**config.mk**
```make
export PLATFORM = sky130hd
export DESIGN_NAME = patch_fetch_ctrl
export DESIGN_NICKNAME = d
export VERILOG_FILES = /design/src/rtl/patch_fetch_ctrl.sv
export SDC_FILE = /design/constraint.sdc
export NUM_CORES = 1
export LEC_CHECK = 0
export BUFFER_PORTS_ARGS = -buffer_cell sky130_fd_sc_hd__buf_2
export CORE_ASPECT_RATIO = 1.75
export CORE_MARGIN = 2
export CORE_UTILIZATION = 60
export DETAILED_ROUTE_END_ITERATION = 12
export MAX_ROUTING_LAYER = met4
export PLACE_DENSITY_LB_ADDON = 0.1
export SYNTH_ARGS = -nofsm -noshare
export SYNTH_HDL_FRONTEND = slang
export SYNTH_SLANG_ARGS = --single-unit
export TNS_END_PERCENT = 20
```
**constraint.sdc**
```tcl
create_clock -name clk -period 10.7 [get_ports clk]
set_input_delay 0 -clock clk [delete_from_list [all_inputs] [get_ports clk]]
set_output_delay 0 -clock clk [all_outputs]
set_load 0.02 [all_outputs]
```
**src/rtl/patch_fetch_ctrl.sv**
```systemverilog
`default_nettype none
// ============================================================================
//  Module   : patch_fetch_ctrl
//  Purpose  : Walks a sliding-window scan over an image and issues one fetch
//             request per CHUNK-column slice of each window row. Every loaded
//             chunk produces a one-cycle cycle_detect pulse for the lane
//             enable generator.
//  Ports    : clk, rst (async, active-low)
//             start, patch_size, stride, img_width, img_height : scan config
//             fetch_ack                : memory has loaded the requested chunk
//             fetch_req                : chunk request, held until acknowledged
//             row_base, col_base       : top row / first column of the chunk
//             cycle_detect             : one pulse per loaded chunk
//             done, cfg_err            : completion / rejection pulses
//             busy                     : scan in progress
//  Revision : 1.0 - initial release
// ============================================================================
module patch_fetch_ctrl #(
  parameter int DIM_W = 8,
  parameter int CHUNK = 8
) (
  input  logic             clk,
  input  logic             rst,
  input  logic             start,
  input  logic [2:0]       patch_size,
  input  logic [2:0]       stride,
  input  logic [DIM_W-1:0] img_width,
  input  logic [DIM_W-1:0] img_height,
  input  logic             fetch_ack,
  output logic             fetch_req,
  output logic [DIM_W-1:0] row_base,
  output logic [DIM_W-1:0] col_base,
  output logic             cycle_detect,
  output logic             done,
  output logic             busy,
  output logic             cfg_err
);

  // IDLE  : waiting for start
  // CHECK : validating the latched configuration
  // REQ   : request outstanding, waiting for fetch_ack
  // PULSE : chunk loaded, cycle_detect high; advance decided at its end
  // NEXT  : first cycle of a re-issued request after an advance; it accepts
  //         fetch_ack exactly like REQ so back-to-back acks lose no cycle
  // FIN   : done cycle; start is still ignored here
  typedef enum logic [2:0] {
    IDLE  = 3'd0,
    CHECK = 3'd1,
    REQ   = 3'd2,
    PULSE = 3'd3,
    NEXT  = 3'd4,
    FIN   = 3'd5
  } state_t;

  localparam logic [DIM_W:0]   CHUNK_EXT = (DIM_W+1)'(CHUNK);
  localparam logic [DIM_W-1:0] CHUNK_STEP = DIM_W'(CHUNK);

  state_t           state;
  logic [2:0]       cfg_patch;
  logic [2:0]       cfg_stride;
  logic [DIM_W-1:0] cfg_width;
  logic [DIM_W-1:0] cfg_height;

  // End-of-row / end-of-image tests are done one bit wider than the
  // coordinate buses so a chunk or window near the top of the range cannot
  // wrap and look like it still fits.
  logic [DIM_W:0] chunk_end;
  logic [DIM_W:0] next_row_end;
  logic           last_chunk;
  logic           last_row;
  logic           patch_ok;
  logic           cfg_ok;

  assign chunk_end    = {1'b0, col_base} + CHUNK_EXT;
  assign next_row_end = {1'b0, row_base} + (DIM_W+1)'(cfg_stride) + (DIM_W+1)'(cfg_patch);
  assign last_chunk   = chunk_end >= {1'b0, cfg_width};
  assign last_row     = next_row_end > {1'b0, cfg_height};

  assign patch_ok = (cfg_patch == 3'd3) || (cfg_patch == 3'd5) || (cfg_patch == 3'd7);
  assign cfg_ok   = patch_ok
                 && (cfg_stride != 3'd0)
                 && (cfg_stride <= cfg_patch)
                 && (cfg_width  >= DIM_W'(cfg_patch))
                 && (cfg_height >= DIM_W'(cfg_patch));

  always_ff @(posedge clk or negedge rst) begin
    if (!rst) begin
      state        <= IDLE;
      cfg_patch    <= '0;
      cfg_stride   <= '0;
      cfg_width    <= '0;
      cfg_height   <= '0;
      fetch_req    <= 1'b0;
      row_base     <= '0;
      col_base     <= '0;
      cycle_detect <= 1'b0;
      done         <= 1'b0;
      busy         <= 1'b0;
      cfg_err      <= 1'b0;
    end else begin
      // Pulse outputs default low; each state raises them for one cycle.
      cycle_detect <= 1'b0;
      done         <= 1'b0;
      cfg_err      <= 1'b0;

      case (state)
        IDLE: begin
          if (start) begin
            cfg_patch  <= patch_size;
            cfg_stride <= stride;
            cfg_width  <= img_width;
            cfg_height <= img_height;
            busy       <= 1'b1;
            state      <= CHECK;
          end
        end

        CHECK: begin
          if (!cfg_ok) begin
            done    <= 1'b1;
            cfg_err <= 1'b1;
            busy    <= 1'b0;
            state   <= FIN;
          end else begin
            row_base  <= '0;
            col_base  <= '0;
            fetch_req <= 1'b1;
            state     <= REQ;
          end
        end

        REQ, NEXT: begin
          if (fetch_ack) begin
            fetch_req    <= 1'b0;
            cycle_detect <= 1'b1;
            state        <= PULSE;
          end else begin
            state <= REQ;
          end
        end

        PULSE: begin
          if (!last_chunk) begin
            col_base  <= col_base + CHUNK_STEP;
            fetch_req <= 1'b1;
            state     <= NEXT;
          end else if (!last_row) begin
            // The next window row still fits, so row_base + stride
            // cannot overflow here.
            col_base  <= '0;
            row_base  <= row_base + DIM_W'(cfg_stride);
            fetch_req <= 1'b1;
            state     <= NEXT;
          end else begin
            done  <= 1'b1;
            busy  <= 1'b0;
            state <= FIN;
          end
        end

        FIN: begin
          state <= IDLE;
        end

        default: begin
          state <= IDLE;
        end
      endcase
    end
  end

endmodule
`default_nettype wire

```
# Word-level counts from Yosys, hierarchy flattened
# Cells that the tools add are included.
# classes
multipliers	0
n_bitwise	0
n_reduce_logical	17
add_sub_neg	5
order_cmp	5
muxes	30
n_div	0
n_eq_ne	15
shifts	0
# op_table
op	n
$mux 8	5
$pmux 8 s2	2
$mux 1	17
$ge 8x3->1	2
$ne 2x2->1 const B	7
$pmux 3 s4	1
$add 8x3->9	1
$add 8x4->9 const B	1
$add 9x3->9	1
$eq 3x2->1 const B	3
$eq 3x3->1 const B	3
$ge 9x8->1	1
$gt 9x8->1	1
$reduce_bool 3->1	3
$add 8x3->8	1
$add 8x4->8 const B	1
$reduce_and 4->1	2
$mux 3	2
$pmux 1 s3	2
$reduce_and 5->1	1
$logic_and 1x1->1	4
$eq 3x1->1 const B	1
$le 3x3->1	1
$logic_not 3->1	1
other kinds (7)	8
# word_totals
mem_bits_ro	0
latch_bits	0
n_memories	0
register_bits	46
input_bits	26
output_inout_bits	21
mem_bits_rw	0

# Logic depth before layout (Yosys ltp)
# Gate-level depths: netlist of run 1.
# logic_depth
ltp_word	9
depth_mapped	16
mapped_depth_nobuf	16

# Least setup slack after synthesis of run 1
# OpenSTA, ideal clock, no wires.
# synth_timing
kind	register -> register
from	register row_base[1]
to	register row_base[6]
synth_period_minus_slack_ps	3842
required_ps	10634
slack_ps	6858
stages_incl_launch_ff	17
t_arrival_ps	3776
n_path_buf	0
cell_sequence	dfrtp_1 inv_1 fa_1 inv_1 ha_1 fa_1 a21o_1 nand4_1 xnor2_1 ha_1 nand3_1 nor3_1 o21bai_1 nor4b_4 nor2_2 or4_1 nand2_1
# synth_between
elab_chain_cells	5
elab_cells_between_ends	9
cone_classes	add/sub: 3; order compare: 1; eq/ne: 1; mux: 3; reduce/logical: 1
# synth_rtl
item	line	rtl
from (decl)	31	output logic [DIM_W-1:0] row_base,
from (signal assigned)	151	row_base <= row_base + DIM_W'(cfg_stride);
$add 8x3->9	75	assign next_row_end = {1'b0, row_base} + (DIM_W+1)'(cfg_stride) + (DIM_W+1)'(cfg_patch);
$add 9x3->9	75	
$gt 9x8->1	77	assign last_row = next_row_end > {1'b0, cfg_height};
$ne 2x2->1 (no line)	-	
$reduce_and 4->1 (no line)	-	
# Several ways; a longest one is shown, not always the timed one. The select of a mux whose other input is x is not followed.
# A chain may end at the register's enable or synchronous reset.

# Worst setup path after layout of run 1
# Same ends and word-level chain as after synthesis.

==> run summary, run 1 <==
Synth Cell Area: 0.002798 sq mm
Worst-Margin Slew: 0.9794 ns
starting density of the core: 62.95%
clock skew: 0.005339 ns
most frequent cell after synthesis: dfrtp_1
Fin. Hold Viols: 0
vias in the first global route: 2,440
largest net degree at the start of global routing: 44
Worst setup EP type: flip-flop
global route total overflow: 0
Final Util: 76.18%
PwrDens: 261.5 mW/mm^2
Area after DPL: 0.003028 sq mm
status: completed
post-synth top area share: 38.46%
Ant. Diodes: 0
minimum clock period: 4.038 ns
CP Max Fanout: 8
PortBufs: 43
nature of the critical path startpoint: flip-flop
clock sinks: 43
Seq/Total Area, Yosys: 38.46%
layout cells sized above 1: 18.84%
die area: 0.005247 sq mm
ranking of synthesized cells by area: dfrtp_1 (38%), ha_1 (13%), o21ai_0 (5.2%)
Die X: 55.62 um
GP Congestion: 0.8615
clock buffer depth: 2
CTS tree: yes
critical path depth: 16
Max Freq: 247.7 MHz
DRC Markers: 0
DR iter-0 viols: 31
postcts setup bufs: 0
Max Cap Viol: 0
core footprint: 0.004444 sq mm
Mapped Cells: 294
register area: 0.001076 sq mm
# H-tree levels: 2
# IOs: 47
first-pass GRT wire length: 10.82 mm
final net count: 421
Setup WS pre-CTS: 6.720 ns
average vias per placed instance: 5.609
hold path cells: 4
Setup-failing EPs final: 0
Post-synth top flop: dfrtp_1
largest delay contributor family on the critical path: simple AND/OR/NAND/NOR gates
via count: 2,311
Worst path slowest cell: fa_1
DRT Pass-1 Iters: 4
Yosys top cell by area: dfrtp_1
final-report max-slew violation count: 0
reg2reg path depth: 16
placement row count: 32
Hold WC Path Type: input pin to flip-flop
synth unique cells: 44
#FFs+latches synth: 43
Leakage: 1.722 nW
fin crit share: 37.74%
Buf/Inv on CP: 2
detailed-route wire length: 6.436 mm
DP HPWL: 4.458 mm
synthesis-to-finish area growth: 21.02%
hold slack: 0.1090 ns
Clock transition at path regs: 0.08 ns
CP peak stage delay: 0.54 ns
smallest setup slack after layout: 6.662 ns
yosys synthesis warning count: 0
fill cell count: 331
WS Path Type: flip-flop to flip-flop
Clk Latency, worst-skew pair: 0.30 ns
Synth Area per Inst: 9.516 sq um
initial antenna violation count: 0
root buf cell: clkbuf_8
Post-synth EDFFs: 0
cell area after layout: 0.003386 sq mm
required time of the critical path: 10.95 ns
RSZ-0062 raised after global routing: no
slew margin rel.: 34.71%
post-route ant nets: 0
CTS Buf Count: 5
peak supply drop: 0.1778 mV
GRT Util Overall: 27.52%
Synth async-reset ratio: 100.0%
Post-CTS Resized: 0
Routed WL per cell: 15.62 um
commonest cells in the netlist: dfrtp_1 (43), inv_1 (32), nand2_1 (32)
area occupied by multi-input gates: 0.001545 sq mm
final setup TNS: 0 ns
CP Cell Sequence: inv_1, fa_1, inv_1, ha_1, fa_1, a21o_1, nand4_1, xnor2_1, ha_1, nand3_1, nor3_1, o21bai_1, nor4b_4, nor2_2, or4_1, nand2_1
Die H: 94.33 um
Crit path arrival time: 4.28 ns
## power breakdown
group          leakage (nW)  total, mW  internal [mW]  switching [mW]
logic                  1.11      0.466          0.197           0.270
clock network        0.0612      0.133         0.0755          0.0575
registers             0.548      0.286          0.225          0.0612
## what timing repair did
action	4_1_cts	5_1_grt
hold buffers	24	0
hold endpoints to repair	66	0
endpoints found under the setup margin	0	0
## flip-flops by register name (all words and copies together) (netlist names), 3 cells and up
name        cells
cfg_stride      3
cfg_height      8
row_base        8
col_base        5
state           3
cfg_patch       3
cfg_width       8
## cells in the final DEF (no fill, tap or decap), types with 6 or more instances in the layout
cell	n
nand3_1	13
nand2_1	32
a21oi_1	11
clkbuf_8	6
a21o_1	6
dfrtp_1	43
xor2_1	6
dlygate4sd3_1	24
buf_2	43
mux2_2	7
nand4_1	6
nor2_1	11
ha_1	30
o21ai_0	29
inv_1	32
## kinds of logic after synthesis
| group | Yosys count | share of synthesized area (%) |
|---|---|---|
| and+or+nand+nor | 91 | 17.58 |
| xor gates and xnor gates | 11 | 3.444 |
| adders and majority gates | 35 | 16.99 |
| other | 1 | 0.1340 |
| muxes | 7 | 2.818 |
| buffers and inverters | 43 | 6.753 |
| DFF | 43 | 38.46 |
| AOI/OAI and AO/OA | 63 | 13.82 |
## worst paths after layout
path                            slack, ns           end   startpoint
max in group asynchronous            9.69   col_base[6]          rst
worst max register to register       6.66   row_base[6]  row_base[1]
worst min register to register       0.50          busy         busy
min in group asynchronous            0.40  cfg_width[3]          rst
worst min-delay path                 0.11      state[0]        start
worst max-delay path                 6.66   row_base[6]  row_base[1]
## through the flow
stage	total power [mW]	cells
2_1_floorplan	0.6180	296
3_3_place_gp	0.7281	380
3_5_place_dp	0.7454	380
4_1_cts	0.8871	412
5_1_grt	0.9714	412
6_report	0.8855	412
## layer usage
layer  wire, um  part of all wire [%]  GRT usage (%)
met4        230                   3.6          13.62
met2       3542                    55          51.39
met1       2457                    38          27.75
met5          0                     0              -
met3        205                   3.2          3.562
## worst register-to-register path, cell delays in order, from the launching register on
cell	delay (ns)
dfrtp_1	0.42
inv_1	0.10
fa_1	0.54
inv_1	0.04
ha_1	0.22
fa_1	0.40
a21o_1	0.18
nand4_1	0.10
xnor2_1	0.08
ha_1	0.29
nand3_1	0.12
nor3_1	0.23
o21bai_1	0.17
nor4b_4	0.47
nor2_2	0.09
or4_1	0.47
nand2_1	0.08
## final cells by class
type	instances	share of cell area, %
multi-input cells	210	45.64
flip-flops and latches	43	31.78
repair buffers	68	13.67
inverters	32	3.548
clock buffers	6	2.439
well taps	51	1.885
clock inverters	2	1.035
No activity file was read; power rests on OpenSTA's default activity.
==> inputs of run 2 (changes only) <==
--- a/config.mk
+++ b/config.mk
@@ -5,10 +5,11 @@
 export SDC_FILE = /design/constraint.sdc
 export NUM_CORES = 1
 export LEC_CHECK = 0
+export ABC_AREA = 1
 export BUFFER_PORTS_ARGS = -buffer_cell sky130_fd_sc_hd__buf_2
 export CORE_ASPECT_RATIO = 1.75
 export CORE_MARGIN = 2
-export CORE_UTILIZATION = 60
+export CORE_UTILIZATION = 51
 export DETAILED_ROUTE_END_ITERATION = 12
 export MAX_ROUTING_LAYER = met4
 export PLACE_DENSITY_LB_ADDON = 0.1
==> constraint.sdc (replaced) <==
create_clock -name clk -period 3.3 [get_ports clk]
set_input_delay 0 -clock clk [delete_from_list [all_inputs] [get_ports clk]]
set_output_delay 0 -clock clk [all_outputs]
set_load 0.02 [all_outputs]
==> run 2 against run 1 <==
Compared with the run above: clock skew grew 0.0073 ns; die area grew 18%; fmax grew 27%; flip-flop and latch count is the same; design area grew 8.6%; non-clock buffer count grew 12; setup slack lost 6.5 ns; worst hold slack gained 0.28 ns; final cell count grew 26%; sequential share of layout area shrank 2.5 points; via count grew 8.9%; largest cell class unchanged; largest power group unchanged.
==> run summary, run 2 <==
final setup TNS: 0 ns (unchanged)
yosys synthesis warning count: 0 (unchanged)
detailed-route wire length: 6.615 mm (+2.8%)
post-route ant nets: 0 (unchanged)
DP HPWL: 4.772 mm (+7.1%)
minimum clock period: 3.186 ns (-0.8519 ns)
most frequent cell after synthesis: nand2_1
#FFs+latches synth: 43 (unchanged)
Synth Area per Inst: 7.893 sq um (-17%)
vias in the first global route: 2,604 (+6.7%)
Seq/Total Area, Yosys: 37.87% (-0.59 points)
Synth async-reset ratio: 100.0% (unchanged)
Fin. Hold Viols: 0 (unchanged)
most frequent cells in the layout: nand2_1 (85), inv_1 (48), buf_2 (43), dfrtp_1 (42), nor2_1 (40)
final-report max-slew violation count: 0 (unchanged)
die area: 0.006208 sq mm (+18%)
commonest non-fill, non-tap cell in the layout: nand2_1
status: completed
first-pass GRT wire length: 11.19 mm (+3.4%)
clock buffer depth: 2 (unchanged)
Max Cap Viol: 0 (unchanged)
Final Power: 3.227 mW (+260%)
ranking of synthesized cells by area: dfrtp_1 (38%), ha_1 (13%), nand2_1 (12%)
core footprint: 0.005495 sq mm (+24%)
adder-cell share of the synthesized area: 16.73% (-0.26 points)
Die X: 60.43 um (+8.6%)
slew margin rel.: 33.17% (-1.5 points)
CTS Buf Count: 5 (unchanged)
FF-to-FF Start: cfg_patch[1]
met1 WL: 2.498 mm (+1.7%)
Die H: 102.7 um (+8.9%)
starting density of the core: 51.71% (-11 points)
Synth Cell Area: 0.002841 sq mm (+1.6%)
placement row count: 36 (+13%)
cell area after layout: 0.003679 sq mm (+8.6%)
synthesis-to-finish area growth: 29.46%
Setup WS pre-CTS: -0.1272 ns (-6.848 ns)
final net count: 503 (+19%)
PortBufs: 43 (unchanged)
fin crit share: 96.54% (+59 points)
Post-synth top flop: dfrtp_1
peak supply drop: 0.4490 mV (+150%)
WS Path Type: flip-flop to flip-flop
Post-synth EDFFs: 0 (unchanged)
Setup-failing EPs final: 0 (unchanged)
clock sinks: 43 (unchanged)
Simple-Gate Fraction of Synth Area: 25.23% (+7.7 points)
Worst setup EP type: flip-flop
DRC Markers: 0 (unchanged)
reg2reg path depth: 20 (+4)
Clock transition at path regs: 0.09 ns (about the same)
Mapped Cells: 360 (+22%)
Ant. Diodes: 0 (unchanged)
Worst-Margin Slew: 1.002 ns (+0.02301 ns)
Compound-Gate Fraction of Synth Area: 6.517% (-7.3 points)
global route total overflow: 0 (unchanged)
multiplexer share of the synthesized area: 0.7926% (-2.0 points)
Hold WC Path Type: input pin to async pin
Yosys top cell by area: dfrtp_1
Routed WL per cell: 12.75 um (-18%)
DRT Pass-1 Iters: 4 (unchanged)
post-synth top area share: 37.87% (-0.59 points)
CTS tree: yes
Clk Latency, worst-skew pair: 0.32 ns (+0.02 ns)
clock skew: 0.01262 ns (+0.007284 ns)
CP Max Fanout: 6 (-2)
DR iter-0 viols: 107 (+250%)
average vias per placed instance: 4.848 (-14%)
Leakage: 2.050 nW (+19%)
via count: 2,516 (+8.9%)
GRT Util Overall: 25.03% (-2.5 points)
RSZ-0062 raised after global routing: yes
Crit path arrival time: 3.41 ns (-0.87 ns)
Area after DPL: 0.003194 sq mm (+5.5%)
GP Congestion: 0.8627 (+0.14%)
largest net degree at the start of global routing: 44 (unchanged)
biggest regs: cfg_height: 8 flops, cfg_width: 8 flops, row_base: 8 flops
commonest cells in the netlist: nand2_1 (94), inv_1 (50), dfrtp_1 (43)
layout cells sized above 1: 22.80% (+4.0 points)
Final Util: 66.94% (-9.2 points)
PwrDens: 877.4 mW/mm^2 (+240%)
metal3 WL: 160 um (-22%)
# IOs: 47 (unchanged)
nature of the critical path startpoint: flip-flop
required time of the critical path: 3.52 ns (-7.43 ns)
# H-tree levels: 2 (unchanged)
Max Freq: 313.9 MHz (+27%)
synth unique cells: 28 (-36%)
xor-xnor portion of the synthesized cell area: 4.007% (+0.56 points)
initial antenna violation count: 0 (unchanged)
routed wl met2: 3.782 mm (+6.8%)
smallest setup slack after layout: 0.1141 ns (-6.548 ns)
RR Endpoint: row_base[7]
largest family of logic cells by synthesized area: simple AND/OR/NAND/NOR gates
root buf cell: clkbuf_8
reg2reg setup slack: 0.11 ns (-6.55 ns)
DR top layer: met4
[run 2: cell count changes after synthesis, moves of 18 or more]
cell / before / now
o21ai_0: 29 / 2
a21oi_1: 11 / 29
nor2_1: 11 / 42
nand2_1: 32 / 94
inv_1: 32 / 50
[run 2: worst max-delay path by stage]
stage	startpoint	to	cells after the start
2_1_floorplan	row_base[1]	row_base[0]	21
3_3_place_gp	row_base[1]	row_base[7]	21
3_5_place_dp	row_base[1]	row_base[6]	21
4_1_cts	row_base[1]	row_base[3]	20
5_1_grt	cfg_stride[1]	row_base[5]	21
6_report	cfg_patch[1]	row_base[7]	20
[run 2: stage by stage]
step | hold WS, ns | instances
after floorplan | -0.2956 | 362
after global placement | 0.2220 | 484
after detailed placement | 0.2255 | 484
after CTS | 0.4261 | 518
after global routing | 0.4767 | 519
final | 0.3868 | 519
[run 2: timing repair]
item	CTS	global route
pin swaps	3	10
gates resized for setup	7	22
endpoints found under the hold margin	67	0
setup endpoints to repair	14	17
gates cloned	1	0
setup buffers	0	1
hold buffers	25	0
[run 2: cells by family (layout without fill, tap and decap cells)]
| logic type | Yosys count | after routing |
|---|---|---|
| simple gates | 170 | 171 |
| fa+ha+maj | 35 | 35 |
| mux | 2 | 2 |
| other cells | 1 | 3 |
| buf+inv | 61 | 141 |
| compound gates | 35 | 35 |
| xor+xnor | 13 | 13 |
| flops | 43 | 43 |
[run 2: cell type report]
class,instances,area (sq um)
repair buffers,80,555.5
clock inverters,2,35.03
multi-input cells,259,1629
clock buffers,6,82.58
inverters,53,203.9
well taps,76,95.09
flip-flops and latches,43,1077
fillers,509,1817
[run 2: per-layer routing]
| layer | vias to the layer above | GRT usage, % |
|---|---|---|
| met5 | - | - |
| met4 | 0 | 11.54 |
| met3 | 11 | 4.266 |
| met2 | 33 | 46.32 |
| met1 | 1182 | 24.34 |
| li1 | 1290 | - |
[run 2: power breakdown]
part / switching [mW] / total, mW / internal, mW
registers: 0.109 / 0.833 / 0.724
logic: 1.16 / 1.95 / 0.789
clock network: 0.202 / 0.448 / 0.245
total: 1.47 / 3.23 / 1.76
[run 2: worst max-delay path: stages (launching register included)]
cell	delay (ns)
dfrtp_1	0.32
inv_1	0.06
fa_1	0.53
inv_1	0.04
ha_2	0.19
fa_2	0.37
a21oi_2	0.15
nor2_2	0.06
nand2_1	0.07
xnor2_1	0.06
ha_1	0.35
a21oi_2	0.13
nand2_1	0.06
nor2_1	0.08
nand2_1	0.07
nand2_2	0.08
nand3_2	0.10
nand2_4	0.13
nand2_8	0.09
nand2_1	0.08
nand2_1	0.06
==> inputs of run 3 (changes only) <==
--- a/config.mk
+++ b/config.mk
@@ -11,8 +11,9 @@
 export CORE_MARGIN = 2
 export CORE_UTILIZATION = 51
 export DETAILED_ROUTE_END_ITERATION = 12
-export MAX_ROUTING_LAYER = met4
 export PLACE_DENSITY_LB_ADDON = 0.1
+export REMOVE_ABC_BUFFERS = 1
+export SKIP_LAST_GASP = 1
 export SYNTH_ARGS = -nofsm -noshare
 export SYNTH_HDL_FRONTEND = slang
 export SYNTH_SLANG_ARGS = --single-unit
==> run 3 against run 2 <==
Compared with the run above: the flow now finishes with violations (negative hold slack); fmax decreased by 0.57%; non-clock buffer count unchanged; register-to-register slack worse by 0.02 ns; critical path depth is 1 higher; setup slack worse by 0.018 ns; critical endpoint is now fetch_req; sequential power barely moved; clock power down 23%; die area unchanged; first-iteration DRC count shrank 50%; flip-flop and latch count did not move; global-route usage fell by 1.5 points; sequential share of layout area increased by 0.75 points.
==> run summary, run 3 (synthesized netlist as in run 2, its figures left out) <==
status: finished, violations left
failing checks: negative hold slack
detailed-route wire length: 6.555 mm (-0.91%)
largest net degree at the start of global routing: 44 (unchanged)
Area after DPL: 0.003208 sq mm (+0.43%)
clock sinks: 43 (unchanged)
CP peak stage delay: 0.53 ns (about the same)
Final Power: 3.087 mW (-4.3%)
DRC Markers: 0 (unchanged)
Ant. Diodes: 0 (unchanged)
final net count: 503 (unchanged)
via count: 2,532 (+0.64%)
Die H: 102.7 um (unchanged)
Clock transition at path regs: 0.08 ns (about the same)
layout cells sized above 1: 20.14% (-2.7 points)
clock buffer depth: 2 (unchanged)
global route total overflow: 0 (unchanged)
FF-to-FF Start: row_base[1]
root buf cell: clkbuf_8
RSZ-0062 raised after global routing: yes
Worst setup EP type: flip-flop
Critical Path Start: row_base[1]
hold slack: -0.0008919 ns (-0.3877 ns)
hold path start: start
DRT Pass-1 Iters: 4 (unchanged)
peak supply drop: 0.4250 mV (-5.3%)
CP Cell Sequence: inv_1, fa_1, inv_1, ha_2, fa_2, a21oi_2, nor2_1, nand2_1, xnor2_1, ha_1, a21oi_2, nand2_1, nor2_1, nand2_1, nand2_2, nand2_1, nand3_2, buf_4, nand3_1, nand2_1, nand2_1
required time of the critical path: 3.49 ns (-0.03 ns)
DP HPWL: 4.913 mm (+3.0%)
cell area after layout: 0.003582 sq mm (-2.6%)
Hold WC Path Type: input pin to flip-flop
final-report max-slew violation count: 0 (unchanged)
Crit path arrival time: 3.40 ns (about the same)
postcts setup bufs: 0 (unchanged)
core footprint: 0.005495 sq mm (unchanged)
die area: 0.006208 sq mm (unchanged)
vias in the first global route: 2,640 (+1.4%)
WS Path Type: flip-flop to flip-flop
initial antenna violation count: 0 (unchanged)
Worst path slowest cell: fa_1
# H-tree levels: 2 (unchanged)
PortBufs: 43 (unchanged)
final setup TNS: 0 ns (unchanged)
synthesis-to-finish area growth: 26.07%
CTS tree: yes
Final Util: 65.19% (-1.8 points)
Max Freq: 312.1 MHz (-0.57%)
minimum clock period: 3.204 ns (+0.01841 ns)
fin crit share: 97.10% (+0.56 points)
# IOs: 47 (unchanged)
most frequent cells in the layout: nand2_1 (92), inv_1 (49), dfrtp_1 (43), buf_2 (43), nor2_1 (41)
Comb pwr share: 61.8% (+1.5 points)
CTS Buf Count: 5 (unchanged)
clock power share: 11.1% (-2.8 points)
biggest regs: cfg_height: 8 flops, cfg_width: 8 flops, row_base: 8 flops
Setup-failing EPs final: 0 (unchanged)
average vias per placed instance: 4.888 (+0.83%)
post-route ant nets: 0 (unchanged)
cell mode on critical path: nand2_1
hold path cells: 5
GRT Util Overall: 23.55% (-1.5 points)
Internal: 1.658 mW (-5.7%)
starting density of the core: 51.71% (unchanged)
PwrDens: 861.8 mW/mm^2 (-1.8%)
Routed WL per cell: 12.65 um (-0.72%)
Clk Latency, worst-skew pair: 0.30 ns (-0.02 ns)
reg2reg path depth: 21 (+5.0%)
sw frac: 46.30% (+0.78 points)
DR iter-0 viols: 53 (-50%)
Die X: 60.43 um (unchanged)
CP Max Fanout: 3 (-3)
clock skew: 0.004803 ns (-0.007821 ns)
reg2reg setup slack: 0.1 ns (-0.02 ns)
Leakage: 2.033 nW (-0.83%)
part of the power in registers: 27.1% (+1.3 points)
commonest non-fill, non-tap cell in the layout: nand2_1
placement row count: 36 (unchanged)
GP Congestion: 0.8529 (-1.1%)
Psw: 1.429 mW (-2.7%)
Max Cap Viol: 0 (unchanged)
first-pass GRT wire length: 10.96 mm (-2.0%)
nature of the critical path startpoint: flip-flop
Fin. Hold Viols: 1 (+1)
slew margin rel.: 33.85% (+0.68 points)
Hold Path End: state[0]
Worst-Margin Slew: 0.9922 ns (-0.01019 ns)
RR Endpoint: fetch_req
run 3: routing by layer:
metal / up-vias / part of all wire (%) / global-route usage, % / wire, um
li1: 1288 / - / - / -
met1: 1181 / 37 / 24.56 / 2444
met2: 46 / 57 / 45.15 / 3753
met3: 17 / 2.1 / 2.635 / 140
met4: 0 / 3.3 / 10.54 / 217
met5: - / 0 / 0 / 0
run 3: repair_timing:
action                     in CTS  in global routing
pin swaps                       1                  2
setup endpoints to repair      13                 17
gates resized for setup         3                  9
gates cloned                    1                  0
hold buffers                   24                  0
hold endpoints to repair       66                  0
run 3: area by class of cell:
| type | instances | area [sq um] |
|---|---|---|
| Timing Repair Buffer | 80 | 553.0 |
| Fill cell | 525 | 1913 |
| Tap cell | 76 | 95.09 |
| Sequential cell | 43 | 1076 |
| Inverter | 53 | 198.9 |
| Clock buffer | 6 | 82.58 |
| Multi-Input combinational cell | 259 | 1572 |
| Clock inverter | 1 | 5.005 |
run 3: power groups by stage:
stage,registers (mW),logic (mW),clock network (mW)
floorplan,0.912,1.17,0
global placement,0.841,1.78,0
detailed placement,0.849,1.84,0
CTS,0.838,1.89,0.356
global route,0.865,2.20,0.373
finish,0.835,1.91,0.343
run 3: critical path: cells and delay by family, from the launching register on:
family	cells	cell delay [ns]
adders and majority gates	4	1.40
and+or+nand+nor	11	0.78
DFF	1	0.35
AOI/OAI and AO/OA	2	0.27
buffers and inverters	3	0.23
xor gates and xnor gates	1	0.07
run 3: worst max path at each step:
stage	end	slack, ns	depth (start not counted)
2_1_floorplan	row_base[6]	-0.09	21
3_3_place_gp	row_base[7]	-0.01	21
3_5_place_dp	row_base[5]	-0.11	21
4_1_cts	fetch_req	-0.03	21
5_1_grt	state[0]	-0.16	21
6_report	fetch_req	0.1	21
run 3: through the flow:
step,setup slack [ns],instances
floorplan,-0.09104,354
global placement,-0.01393,486
detailed placement,-0.1136,486
CTS,-0.02552,518
global route,-0.1645,518
finish,0.09571,518
